$ cat src/rtl/sys_ctrl_pkg.sv
// rtl/sys_ctrl_pkg.sv - opcodes, state encoding and ALU operand addresses shared by sys_ctrl
package sys_ctrl_pkg;

  localparam logic [7:0] CMD_RF_WR   = 8'hAA;
  localparam logic [7:0] CMD_RF_RD   = 8'hBB;
  localparam logic [7:0] CMD_ALU_OP  = 8'hCC;
  localparam logic [7:0] CMD_ALU_NOP = 8'hDD;

  localparam int ALU_OPA_ADDR = 0;
  localparam int ALU_OPB_ADDR = 1;

  typedef enum logic [3:0] {
    IDLE,
    WR_ADDR,
    WR_DATA,
    RD_ADDR,
    RD_WAIT,
    ALU_A,
    ALU_B,
    ALU_FUNC,
    ALU_WAIT,
    TX_SEND
  } sys_ctrl_state_e;

endpackage

$ cat src/rtl/sys_ctrl_if.sv
// rtl/sys_ctrl_if.sv - RX, register-file, ALU and TX signals around the sys_ctrl sequencer
interface sys_ctrl_if #(
  parameter int DATA_WIDTH = 8,
  parameter int ADDR_WIDTH = 4,
  parameter int FUNC_WIDTH = 4
);
  logic                    rx_valid_in;
  logic [DATA_WIDTH-1:0]   rx_data_in;
  logic                    rf_wr_en;
  logic                    rf_rd_en;
  logic [ADDR_WIDTH-1:0]   rf_addr;
  logic [DATA_WIDTH-1:0]   rf_wr_data;
  logic [DATA_WIDTH-1:0]   rf_rd_data;
  logic                    rf_rd_valid;
  logic                    alu_en;
  logic [FUNC_WIDTH-1:0]   alu_func;
  logic [2*DATA_WIDTH-1:0] alu_out;
  logic                    alu_out_valid;
  logic [DATA_WIDTH-1:0]   tx_data_out;
  logic                    tx_valid_out;
  logic                    tx_ready_in;
  logic                    frame_err_out;

  modport master (
    input  rx_valid_in, rx_data_in, rf_rd_data, rf_rd_valid, alu_out, alu_out_valid, tx_ready_in,
    output rf_wr_en, rf_rd_en, rf_addr, rf_wr_data, alu_en, alu_func, tx_data_out, tx_valid_out,
           frame_err_out
  );

  modport slave (
    output rx_valid_in, rx_data_in, rf_rd_data, rf_rd_valid, alu_out, alu_out_valid, tx_ready_in,
    input  rf_wr_en, rf_rd_en, rf_addr, rf_wr_data, alu_en, alu_func, tx_data_out, tx_valid_out,
           frame_err_out
  );
endinterface

$ cat src/rtl/sys_ctrl_tx_buf.sv
// rtl/sys_ctrl_tx_buf.sv - 2-entry byte buffer feeding the TX handshake, low byte first
module sys_ctrl_tx_buf #(
  parameter int DATA_WIDTH = 8
) (
  input  logic                    clk,
  input  logic                    reset,
  input  logic                    load1,
  input  logic                    load2,
  input  logic [2*DATA_WIDTH-1:0] load_data,
  input  logic                    tx_ready,
  output logic [DATA_WIDTH-1:0]   tx_data,
  output logic                    tx_valid,
  output logic                    empty,
  output logic                    last
);
  logic [DATA_WIDTH-1:0] hi_q;
  logic [1:0]            count;

  assign empty = (count == 2'd0);
  assign last  = (count == 2'd1);

  // tx_data is the head register itself, so it only moves on a pop or a load
  always_ff @(posedge clk) begin
    if (reset) begin
      count    <= 2'd0;
      tx_valid <= 1'b0;
      tx_data  <= '0;
      hi_q     <= '0;
    end else if (load2) begin
      tx_data  <= load_data[DATA_WIDTH-1:0];
      hi_q     <= load_data[2*DATA_WIDTH-1:DATA_WIDTH];
      count    <= 2'd2;
      tx_valid <= 1'b1;
    end else if (load1) begin
      tx_data  <= load_data[DATA_WIDTH-1:0];
      count    <= 2'd1;
      tx_valid <= 1'b1;
    end else if (tx_valid && tx_ready) begin
      tx_data  <= hi_q;
      count    <= count - 2'd1;
      tx_valid <= (count == 2'd2);
    end
  end
endmodule

$ cat src/rtl/sys_ctrl.sv
// rtl/sys_ctrl.sv - command sequencer: frame decode, RF/ALU strobes, TX return (optional SYS_CTRL_TIMEOUT_EN)
module sys_ctrl
  import sys_ctrl_pkg::*;
#(
  parameter int DATA_WIDTH     = 8,
  parameter int ADDR_WIDTH     = 4,
  parameter int FUNC_WIDTH     = 4,
  parameter int TIMEOUT_CYCLES = 1023
) (
  input logic        clk,
  input logic        reset,
  sys_ctrl_if.master bus
);
  sys_ctrl_state_e         state;
  logic                    rx_valid;
  logic [DATA_WIDTH-1:0]   rx_byte;
  logic                    buf_load1;
  logic                    buf_load2;
  logic [2*DATA_WIDTH-1:0] buf_din;
  logic                    buf_empty;
  logic                    buf_last;
  logic                    tx_done;
  logic                    timeout;

  assign rx_valid  = bus.rx_valid_in;
  assign rx_byte   = bus.rx_data_in;
  assign buf_load1 = (state == RD_WAIT) && bus.rf_rd_valid;
  assign buf_load2 = (state == ALU_WAIT) && bus.alu_out_valid;
  assign buf_din   = buf_load2 ? bus.alu_out : {{DATA_WIDTH{1'b0}}, bus.rf_rd_data};
  assign tx_done   = (state == TX_SEND) &&
                     (buf_empty || (bus.tx_valid_out && bus.tx_ready_in && buf_last));

  sys_ctrl_tx_buf #(.DATA_WIDTH(DATA_WIDTH)) u_tx_buf (
    .clk       (clk),
    .reset     (reset),
    .load1     (buf_load1),
    .load2     (buf_load2),
    .load_data (buf_din),
    .tx_ready  (bus.tx_ready_in),
    .tx_data   (bus.tx_data_out),
    .tx_valid  (bus.tx_valid_out),
    .empty     (buf_empty),
    .last      (buf_last)
  );

`ifdef SYS_CTRL_TIMEOUT_EN
  localparam int TO_W = $clog2(TIMEOUT_CYCLES + 1);
  logic [TO_W-1:0] idle_cnt;

  // every state change is caused by one of the clear terms, so no next-state copy is needed
  assign timeout = (state inside {WR_ADDR, WR_DATA, RD_ADDR, ALU_A, ALU_B, ALU_FUNC}) &&
                   (idle_cnt == TO_W'(TIMEOUT_CYCLES));

  always_ff @(posedge clk) begin
    if (reset || rx_valid || buf_load1 || buf_load2 || tx_done || timeout) begin
      idle_cnt <= '0;
    end else if (idle_cnt != TO_W'(TIMEOUT_CYCLES)) begin
      idle_cnt <= idle_cnt + 1'b1;
    end
  end

  always_ff @(posedge clk) begin
    if (reset) bus.frame_err_out <= 1'b0;
    else       bus.frame_err_out <= timeout;
  end
`else
  logic unused_timeout_cfg;
  assign unused_timeout_cfg = (TIMEOUT_CYCLES != 0);
  assign timeout            = 1'b0;
  assign bus.frame_err_out  = 1'b0;
`endif

  always_ff @(posedge clk) begin
    if (reset) begin
      state          <= IDLE;
      bus.rf_wr_en   <= 1'b0;
      bus.rf_rd_en   <= 1'b0;
      bus.rf_addr    <= '0;
      bus.rf_wr_data <= '0;
      bus.alu_en     <= 1'b0;
      bus.alu_func   <= '0;
    end else begin
      bus.rf_wr_en <= 1'b0;
      bus.rf_rd_en <= 1'b0;
      bus.alu_en   <= 1'b0;
      if (timeout) begin
        state <= IDLE;
      end else begin
        case (state)
          IDLE: if (rx_valid) begin
            case (rx_byte)
              DATA_WIDTH'(CMD_RF_WR):   state <= WR_ADDR;
              DATA_WIDTH'(CMD_RF_RD):   state <= RD_ADDR;
              DATA_WIDTH'(CMD_ALU_OP):  state <= ALU_A;
              DATA_WIDTH'(CMD_ALU_NOP): state <= ALU_FUNC;
              default:                  state <= IDLE;
            endcase
          end
          WR_ADDR: if (rx_valid) begin
            bus.rf_addr <= rx_byte[ADDR_WIDTH-1:0];
            state       <= WR_DATA;
          end
          WR_DATA: if (rx_valid) begin
            bus.rf_wr_data <= rx_byte;
            bus.rf_wr_en   <= 1'b1;
            state          <= IDLE;
          end
          RD_ADDR: if (rx_valid) begin
            bus.rf_addr  <= rx_byte[ADDR_WIDTH-1:0];
            bus.rf_rd_en <= 1'b1;
            state        <= RD_WAIT;
          end
          RD_WAIT:  if (buf_load1) state <= TX_SEND;
          ALU_A: if (rx_valid) begin
            bus.rf_addr    <= ADDR_WIDTH'(ALU_OPA_ADDR);
            bus.rf_wr_data <= rx_byte;
            bus.rf_wr_en   <= 1'b1;
            state          <= ALU_B;
          end
          ALU_B: if (rx_valid) begin
            bus.rf_addr    <= ADDR_WIDTH'(ALU_OPB_ADDR);
            bus.rf_wr_data <= rx_byte;
            bus.rf_wr_en   <= 1'b1;
            state          <= ALU_FUNC;
          end
          ALU_FUNC: if (rx_valid) begin
            bus.alu_func <= rx_byte[FUNC_WIDTH-1:0];
            bus.alu_en   <= 1'b1;
            state        <= ALU_WAIT;
          end
          ALU_WAIT: if (buf_load2) state <= TX_SEND;
          TX_SEND:  if (tx_done) state <= IDLE;
          default:  state <= IDLE;
        endcase
      end
    end
  end
endmodule

$ cat src/flat_wrapper.sv
// flat-port wrapper written by rule: the top's interface ports become plain ports
module sys_ctrl_flat import sys_ctrl_pkg::*;
#(
  parameter int DATA_WIDTH     = 8,
  parameter int ADDR_WIDTH     = 4,
  parameter int FUNC_WIDTH     = 4,
  parameter int TIMEOUT_CYCLES = 1023
)
  (clk, reset, bus_rx_valid_in, bus_rx_data_in, bus_rf_rd_data, bus_rf_rd_valid, bus_alu_out, bus_alu_out_valid, bus_tx_ready_in, bus_rf_wr_en, bus_rf_rd_en, bus_rf_addr, bus_rf_wr_data, bus_alu_en, bus_alu_func, bus_tx_data_out, bus_tx_valid_out, bus_frame_err_out);
  sys_ctrl_if #(.DATA_WIDTH(DATA_WIDTH), .ADDR_WIDTH(ADDR_WIDTH), .FUNC_WIDTH(FUNC_WIDTH)) bus_i ();
  input logic clk;
  input logic reset;
  input wire logic [$bits(bus_i.rx_valid_in)-1:0] bus_rx_valid_in;
  input wire logic [$bits(bus_i.rx_data_in)-1:0] bus_rx_data_in;
  input wire logic [$bits(bus_i.rf_rd_data)-1:0] bus_rf_rd_data;
  input wire logic [$bits(bus_i.rf_rd_valid)-1:0] bus_rf_rd_valid;
  input wire logic [$bits(bus_i.alu_out)-1:0] bus_alu_out;
  input wire logic [$bits(bus_i.alu_out_valid)-1:0] bus_alu_out_valid;
  input wire logic [$bits(bus_i.tx_ready_in)-1:0] bus_tx_ready_in;
  output wire logic [$bits(bus_i.rf_wr_en)-1:0] bus_rf_wr_en;
  output wire logic [$bits(bus_i.rf_rd_en)-1:0] bus_rf_rd_en;
  output wire logic [$bits(bus_i.rf_addr)-1:0] bus_rf_addr;
  output wire logic [$bits(bus_i.rf_wr_data)-1:0] bus_rf_wr_data;
  output wire logic [$bits(bus_i.alu_en)-1:0] bus_alu_en;
  output wire logic [$bits(bus_i.alu_func)-1:0] bus_alu_func;
  output wire logic [$bits(bus_i.tx_data_out)-1:0] bus_tx_data_out;
  output wire logic [$bits(bus_i.tx_valid_out)-1:0] bus_tx_valid_out;
  output wire logic [$bits(bus_i.frame_err_out)-1:0] bus_frame_err_out;
  assign bus_i.rx_valid_in = bus_rx_valid_in;
  assign bus_i.rx_data_in = bus_rx_data_in;
  assign bus_i.rf_rd_data = bus_rf_rd_data;
  assign bus_i.rf_rd_valid = bus_rf_rd_valid;
  assign bus_i.alu_out = bus_alu_out;
  assign bus_i.alu_out_valid = bus_alu_out_valid;
  assign bus_i.tx_ready_in = bus_tx_ready_in;
  assign bus_rf_wr_en = bus_i.rf_wr_en;
  assign bus_rf_rd_en = bus_i.rf_rd_en;
  assign bus_rf_addr = bus_i.rf_addr;
  assign bus_rf_wr_data = bus_i.rf_wr_data;
  assign bus_alu_en = bus_i.alu_en;
  assign bus_alu_func = bus_i.alu_func;
  assign bus_tx_data_out = bus_i.tx_data_out;
  assign bus_tx_valid_out = bus_i.tx_valid_out;
  assign bus_frame_err_out = bus_i.frame_err_out;
  sys_ctrl #(.DATA_WIDTH(DATA_WIDTH), .ADDR_WIDTH(ADDR_WIDTH), .FUNC_WIDTH(FUNC_WIDTH), .TIMEOUT_CYCLES(TIMEOUT_CYCLES)) u_core (.clk(clk), .reset(reset), .bus(bus_i));
endmodule
$ cat config.mk
export PLATFORM = sky130hd
export DESIGN_NAME = sys_ctrl_flat
export DESIGN_NICKNAME = d
export VERILOG_FILES = /design/src/rtl/sys_ctrl_pkg.sv /design/src/rtl/sys_ctrl_if.sv /design/src/rtl/sys_ctrl_tx_buf.sv /design/src/rtl/sys_ctrl.sv /design/src/flat_wrapper.sv
export SDC_FILE = /design/constraint.sdc
export NUM_CORES = 1
export LEC_CHECK = 0
export ABC_AREA = 1
export CORE_MARGIN = 5
export CORE_UTILIZATION = 50
export CTS_CLUSTER_SIZE = 14
export DETAILED_ROUTE_END_ITERATION = 8
export PLACE_DENSITY = 0.85
export SETUP_SLACK_MARGIN = 0.5
export SKIP_LAST_GASP = 1
export SLEW_MARGIN = 20
export SYNTH_ARGS = -nofsm -noshare
export SYNTH_HDL_FRONTEND = slang
export SYNTH_SLANG_ARGS = --single-unit
$ cat constraint.sdc
create_clock -name clk -period 2.2 [get_ports clk]
set_input_delay 0.44 -clock clk [delete_from_list [all_inputs] [get_ports clk]]
set_output_delay 0.44 -clock clk [all_outputs]
set_load 0.05 [all_outputs]
==> results of run 1 <==
kinds of logic (layout without fill, tap and decap cells):
group | count (synthesis) | after routing | share of synthesized area (%)
compound gates | 54 | 54 | 13.35
flops | 42 | 42 | 40.05
fa+ha+maj | 3 | 3 | 1.788
xor+xnor | 1 | 1 | 0.4172
other cells | 1 | 1 | 0.1786
simple gates | 165 | 166 | 34.80
buf+inv | 43 | 108 | 9.416
metrics by stage:
stage          total power, uW  setup WS, ps  hold slack (ps)  utilization (%)  instances
3_3_place_gp              2703         315.6            447.9            68.26        415
2_1_floorplan             2311         815.8            429.5                -        309
5_1_grt                   3544         510.9            478.1            70.84        425
4_1_cts                   3255         528.8            460.8            70.09        423
3_5_place_dp              2734         259.9            448.1            68.26        415
6_report                  3314         565.0            459.6            70.84        425
layer usage:
metal,track usage (%),wire [um],up-vias
li1,-,-,1112
met3,3.872,283,6
met4,7.115,61,0
met2,33.17,2702,51
met1,23.51,2315,981
met5,0,0,-
sequential cells by signal, summed over array words and instances (netlist names), 2 cells and up:
signal	cells
u_core.u_tx_buf.count	2
u_core.state	4
u_core.bus.rf_wr_data	8
u_core.bus.rf_addr	4
u_core.u_tx_buf.tx_data	8
u_core.bus.alu_func	4
u_core.u_tx_buf.hi_q	8
path summary, 6_finish.rpt:
check | start | end | slack (ps) | depth (start not counted)
worst max-delay path | u_core.u_tx_buf.tx_valid$_SDFFE_PP0P_ | bus_tx_valid_out | 560 | 1
worst min-delay path | u_core.u_tx_buf.hi_q[4]$_SDFFE_PP0P_ | u_core.u_tx_buf.hi_q[4]$_SDFFE_PP0P_ | 460 | 2
worst max register to register | u_core.state[1]$_SDFFE_PP0P_ | u_core.u_tx_buf.tx_data[1]$_SDFFE_PP0P_ | 680 | 6
worst min register to register | u_core.u_tx_buf.hi_q[4]$_SDFFE_PP0P_ | u_core.u_tx_buf.hi_q[4]$_SDFFE_PP0P_ | 460 | 2
power breakdown:
part	switching (uW)	internal [uW]
registers	143	946
clock network	270	334
logic	1130	496
total	1540	1780
layout make-up:
class,count,share of cell area [%]
Inverter,32,4.209
Timing Repair Buffer,68,22.45
Clock buffer,5,2.411
Clock inverter,3,1.403
Sequential cell,42,29.55
Tap cell,50,2.192
Multi-Input combinational cell,225,37.79
layout by cell type, fill, tap and decap left out, drive strengths merged, types with 2 or more instances in the layout:
master / instances
clkinv: 2
dfxtp: 42
ha: 3
clkbuf: 5
inv: 32
buf: 3
a21oi: 29
dlygate4sd2: 28
nand4: 4
o21ai: 22
clkdlybuf4s50: 36
nand3: 24
nor3: 2
nor2: 47
nand2: 88
what timing repair did:
item | 4_1_cts | 5_1_grt
cloned | 0 | 1
buffers inserted | 0 | 1
pin swaps | 0 | 2
endpoints found under the setup margin | 28 | 13
resized for setup | 28 | 4
==> flow_metrics.tcl, run 1 <==
set metrics [dict create \
    io_buffers 65 \
    fin_setup_tns_ps 0 \
    globalplace.congestion 0.8566 \
    vias 2150 \
    synth_area_um2 2100 \
    end_kind "output port" \
    yosys_warnings 0 \
    post-route-period-util_pct 74.32 \
    hold_viol_final 0 \
    hold_buffers 0 \
    slew_headroom_pct 64.07 \
    wl_mm 5.363 \
    core_um2 4029 \
    die_x_um 74.80 \
    synth_edf_count 0 \
    maxCapViolations 0 \
    die_h_um 74.80 \
    timing.fmax_mhz 611.6 \
    cp_max_fo 4 \
    crit_buf_inv 1 \
    fin_nets 415 \
    cts_buffers 5 \
    dieArea_um2 5595 \
    grt_usage_pct 19.17 \
    ys_async_sr_fraction_pct 0 \
    clock_skew_ps 6.203 \
    numClockSinks 42 \
    clkLatencyLatePin_ps 300 \
    stdcell_area_um2 2854 \
    synth_common_cells "nand2_1 (86), nor2_1 (44), dfxtp_1 (42)" \
    fin_crit_ps 1635 \
    antenna_found_initial 0 \
    cts_tree "yes" \
    start_util_pct 52.11 \
    h-tree-depth 2 \
    synth.most_common_cell "nand2_1" \
    grt_max_degree 23 \
    clk_pin_slew_ps 80 \
    dp_hpwl_mm 3.840 \
    synth_flop_cell "dfxtp_1" \
    postRouteAntennaNets 0 \
    hold_class "flop to flop" \
    area_growth_pct 35.94 \
    cts_buffer_depth 2 \
    ys_ff_latch 42 \
    setup-violations-final 0 \
    gr-total-overflow 0 \
    drive_above_1_share_pct 7.467 \
    synth_cell_type_count 29 \
    arrival_ps 1200 \
    seq_area_um2 843.3 \
    avgViaCountPerCell 5.059 \
    cts_root_buf "clkbuf_8" \
    critPathSlowestCell "dlygate4sd2_1" \
    path_cells "dlygate4sd2_1" \
    first_iter_violations 107 \
    crit_family "buffers and inverters" \
    n_antenna_cell 0 \
    drv_slew 0 \
    slowest_delay_ps 540 \
    crit_required_ps 1760 \
    synth_fp_nets 350 \
    routedWlPerCell_um 12.62 \
    powerDensity_nw_per_um2 1161 \
    grt_pass1_wl_mm 8.452 \
    seq_area_frac_synth_pct 40.05 \
    netlist.top_cell.by_area "dfxtp_1" \
    dr.pass1.iters 4 \
    tightest_slew_ps 538.3 \
    rows 23 \
    status "complete, no violations" \
    critical_path_class "flop to output port" \
    synth_top_area_share_pct 40.05 \
    dpl_cell_area_um2 2750 \
    irDropWorstVdd_mv 0.6162 \
    yosys-top-cells-area "dfxtp_1 (40%), nand2_1 (15%), nor2_1 (7.9%), a21oi_1 (6.9%), inv_1 (5.2%)" \
    pin_count 67 \
    nFillCells 372 \
    drc 0 \
    rsz0062_at_grt "no" \
    multiInputGateArea_um2 1079 \
    cp-start-kind "flop" \
    syn_avg_cell_area_um2 6.795 \
    synthCells 309 \
    leakagePower_uw 0.001354 \
    grt_pass1_vias 1981 \
]
Note: power is estimated with default switching activity, not from simulation.
==> inputs of run 2 (changes only) <==
Settings changed: CORE_UTILIZATION 50 to 46, PLACE_DENSITY 0.85 to 0.8.
Clock period 2.2 ns to 1.7 ns, I/O delays scaled along.
==> run 2 against run 1 <==
Core utilization increased by 4.6 points. Count of clock-buffer cells in the layout increased by 2. Global-route usage decreased by 0.51 points. Hold slack improved by 5.4 ps. Combinational power increased by 83%. Cell count increased by 5.6%. Register-to-register slack got worse by 400 ps. Cell area increased by 16%. Sequential power increased by 38%. Highest routed layer unchanged.
==> flow_metrics.tcl, run 2 (synthesis gave the netlist of run 1 again) <==
set metrics [dict create \
    status "complete, no violations" \
    fin_nets 438 \
    setup-violations-final 0 \
    cts_buffers 5 \
    antenna_found_initial 0 \
    powerDensity_nw_per_um2 1576 \
    pin_count 67 \
    fin_ws_ps 279.7 \
    vias 2286 \
    drive_above_1_share_pct 32.24 \
    fin_crit_ps 1420 \
    wl_mm 6.293 \
    p_sw_uw 2376 \
    arrival_ps 1600 \
    dieArea_um2 6016 \
    cp.depth 8 \
    routedWlPerCell_um 14.02 \
    drc 0 \
    irDropWorstVdd_mv 0.6644 \
    grt_pass1_wl_mm 9.321 \
    fin_setup_tns_ps 0 \
    maxCapViolations 0 \
    core_um2 4384 \
    cts_root_buf "clkbuf_8" \
    die_x_um 77.56 \
    leakagePower_uw 0.001451 \
    cp_max_fo 8 \
    crit_family "simple AND/OR/NAND/NOR gates" \
    h-tree-depth 2 \
    post-route-period-util_pct 83.55 \
    area_growth_pct 57.57 \
    r2r_setup_slack_ps 280 \
    dp_hpwl_mm 4.005 \
    power_frac_seq_pct 28.8 \
    clkLatencyLatePin_ps 290 \
    p_int_uw 2839 \
    avgViaCountPerCell 5.091 \
    crit_path_end "u_core.state[3]$_SDFFE_PP0P_" \
    switching_share_pct 45.57 \
    cp-start-kind "flop" \
    die_h_um 77.56 \
    utilization_pct 75.46 \
    grt_max_degree 24 \
    n_antenna_cell 0 \
    worst-r2r-cell-count 8 \
    hold_class "flop to flop" \
    numClockSinks 42 \
    critical_path_class "flop to flop" \
    grt_usage_pct 18.65 \
    reg2reg_from "u_core.state[1]$_SDFFE_PP0P_" \
    crit_required_ps 1880 \
    layout_commonest_cell "nand2_1" \
    stdcell_area_um2 3308 \
    layout_common_cells "nand2_1 (69), clkdlybuf4s50_1 (37), nor2_1 (35)" \
    reg.largest.list "u_core.bus.rf_wr_data: 8 flops, u_core.u_tx_buf.hi_q: 8 flops, u_core.u_tx_buf.tx_data: 8 flops" \
    globalplace.congestion 0.8425 \
    clk_pin_slew_ps 80 \
    postRouteAntennaNets 0 \
    first_iter_violations 144 \
    critPathSlowestCell "dfxtp_4" \
    finalPower_uw 5215 \
    dpl_cell_area_um2 2780 \
    r2r_end "u_core.state[3]$_SDFFE_PP0P_" \
    rows 24 \
    nFillCells 320 \
    slowest_delay_ps 370 \
    clock_skew_ps 2.964 \
    io_buffers 65 \
    dr.pass1.iters 4 \
    cts_tree "yes" \
    grt_pass1_vias 2089 \
    cp_common_cell "nand2_2" \
    cts_buffer_depth 2 \
    rsz0062_at_grt "yes" \
    hold_viol_final 0 \
    crit_start "u_core.state[1]$_SDFFE_PP0P_" \
    end_kind "flop" \
    gr-total-overflow 0 \
    timing.fmax_mhz 704.1 \
    p_comb_share_pct 57.0 \
    clkPwrFrac_pct 14.3 \
    start_util_pct 47.89 \
    path_cells "nor2_4 > nand2_1 > nand2_2 > nand2_2 > nor2_4 > nand2_2 > o21ai_1 > inv_1" \
    drv_slew 0 \
    crit_buf_inv 1 \
    pre_cts_slack_ps 72.49 \
]
[run 2: worst min-delay path by stage]
stage | slack [ps] | startpoint | endpoint | cells past startpoint
floorplan | 410 | reset | u_core.u_tx_buf.hi_q[6]$_SDFFE_PP0P_ | 1
global placement | 440 | u_core.u_tx_buf.hi_q[0]$_SDFFE_PP0P_ | u_core.u_tx_buf.hi_q[0]$_SDFFE_PP0P_ | 2
detailed placement | 450 | u_core.u_tx_buf.hi_q[0]$_SDFFE_PP0P_ | u_core.u_tx_buf.hi_q[0]$_SDFFE_PP0P_ | 2
CTS | 460 | u_core.u_tx_buf.hi_q[0]$_SDFFE_PP0P_ | u_core.u_tx_buf.hi_q[0]$_SDFFE_PP0P_ | 2
global route | 480 | u_core.u_tx_buf.hi_q[0]$_SDFFE_PP0P_ | u_core.u_tx_buf.hi_q[0]$_SDFFE_PP0P_ | 2
finish | 460 | u_core.u_tx_buf.hi_q[4]$_SDFFE_PP0P_ | u_core.u_tx_buf.hi_q[4]$_SDFFE_PP0P_ | 2
[run 2: area by class of cell]
cell class / count / area [um^2] / area share, %
multi-input combinational: 226 / 1241 / 37.52
timing repair buffer: 90 / 890.9 / 26.93
sequential: 42 / 868.3 / 26.25
inverter: 32 / 135.1 / 4.085
clock buffer: 7 / 107.6 / 3.253
tap: 52 / 65.06 / 1.967
[run 2: what timing repair did]
| item | CTS | global route |
|---|---|---|
| setup buffers | 3 | 13 |
| hold buffers | 0 | 0 |
| gates cloned | 1 | 1 |
| setup endpoints to repair | 40 | 58 |
| resized for setup | 20 | 73 |
| pin swaps | 6 | 17 |
[run 2: through the flow]
step / cells / hold slack (ps)
CTS: 435 / 456.9
finish: 449 / 465.0
floorplan: 309 / 409.1
global route: 449 / 477.4
global placement: 424 / 439.6
detailed placement: 424 / 445.3
[run 2: power groups by stage]
stage                     logic (uW)  clock network (uW)  registers (uW)
after floorplan                 1130                   0            1940
after global placement          2120                   0            1450
after detailed placement        2150                   0            1460
after CTS                       2350                 753            1450
after global routing            3180                 804            1540
final                           2970                 743            1500
[run 2: per-layer routing]
metal  wire, um  part of all wire, %  up-vias  GRT usage, %
met5          0                    0        -             0
met1       2622                   42     1040         22.62
met3        324                  5.1       10         3.704
li1           -                    -     1165             -
met2       3240                   51       71         32.41
met4        106                  1.7        0         7.045
[run 2: tightest hold or removal path, delay by kind of cell (launching register included)]
| family | cells | cell delay (ps) |
|---|---|---|
| compound gates | 1 | 60 |
| buf+inv | 1 | 60 |
| flops | 1 | 300 |
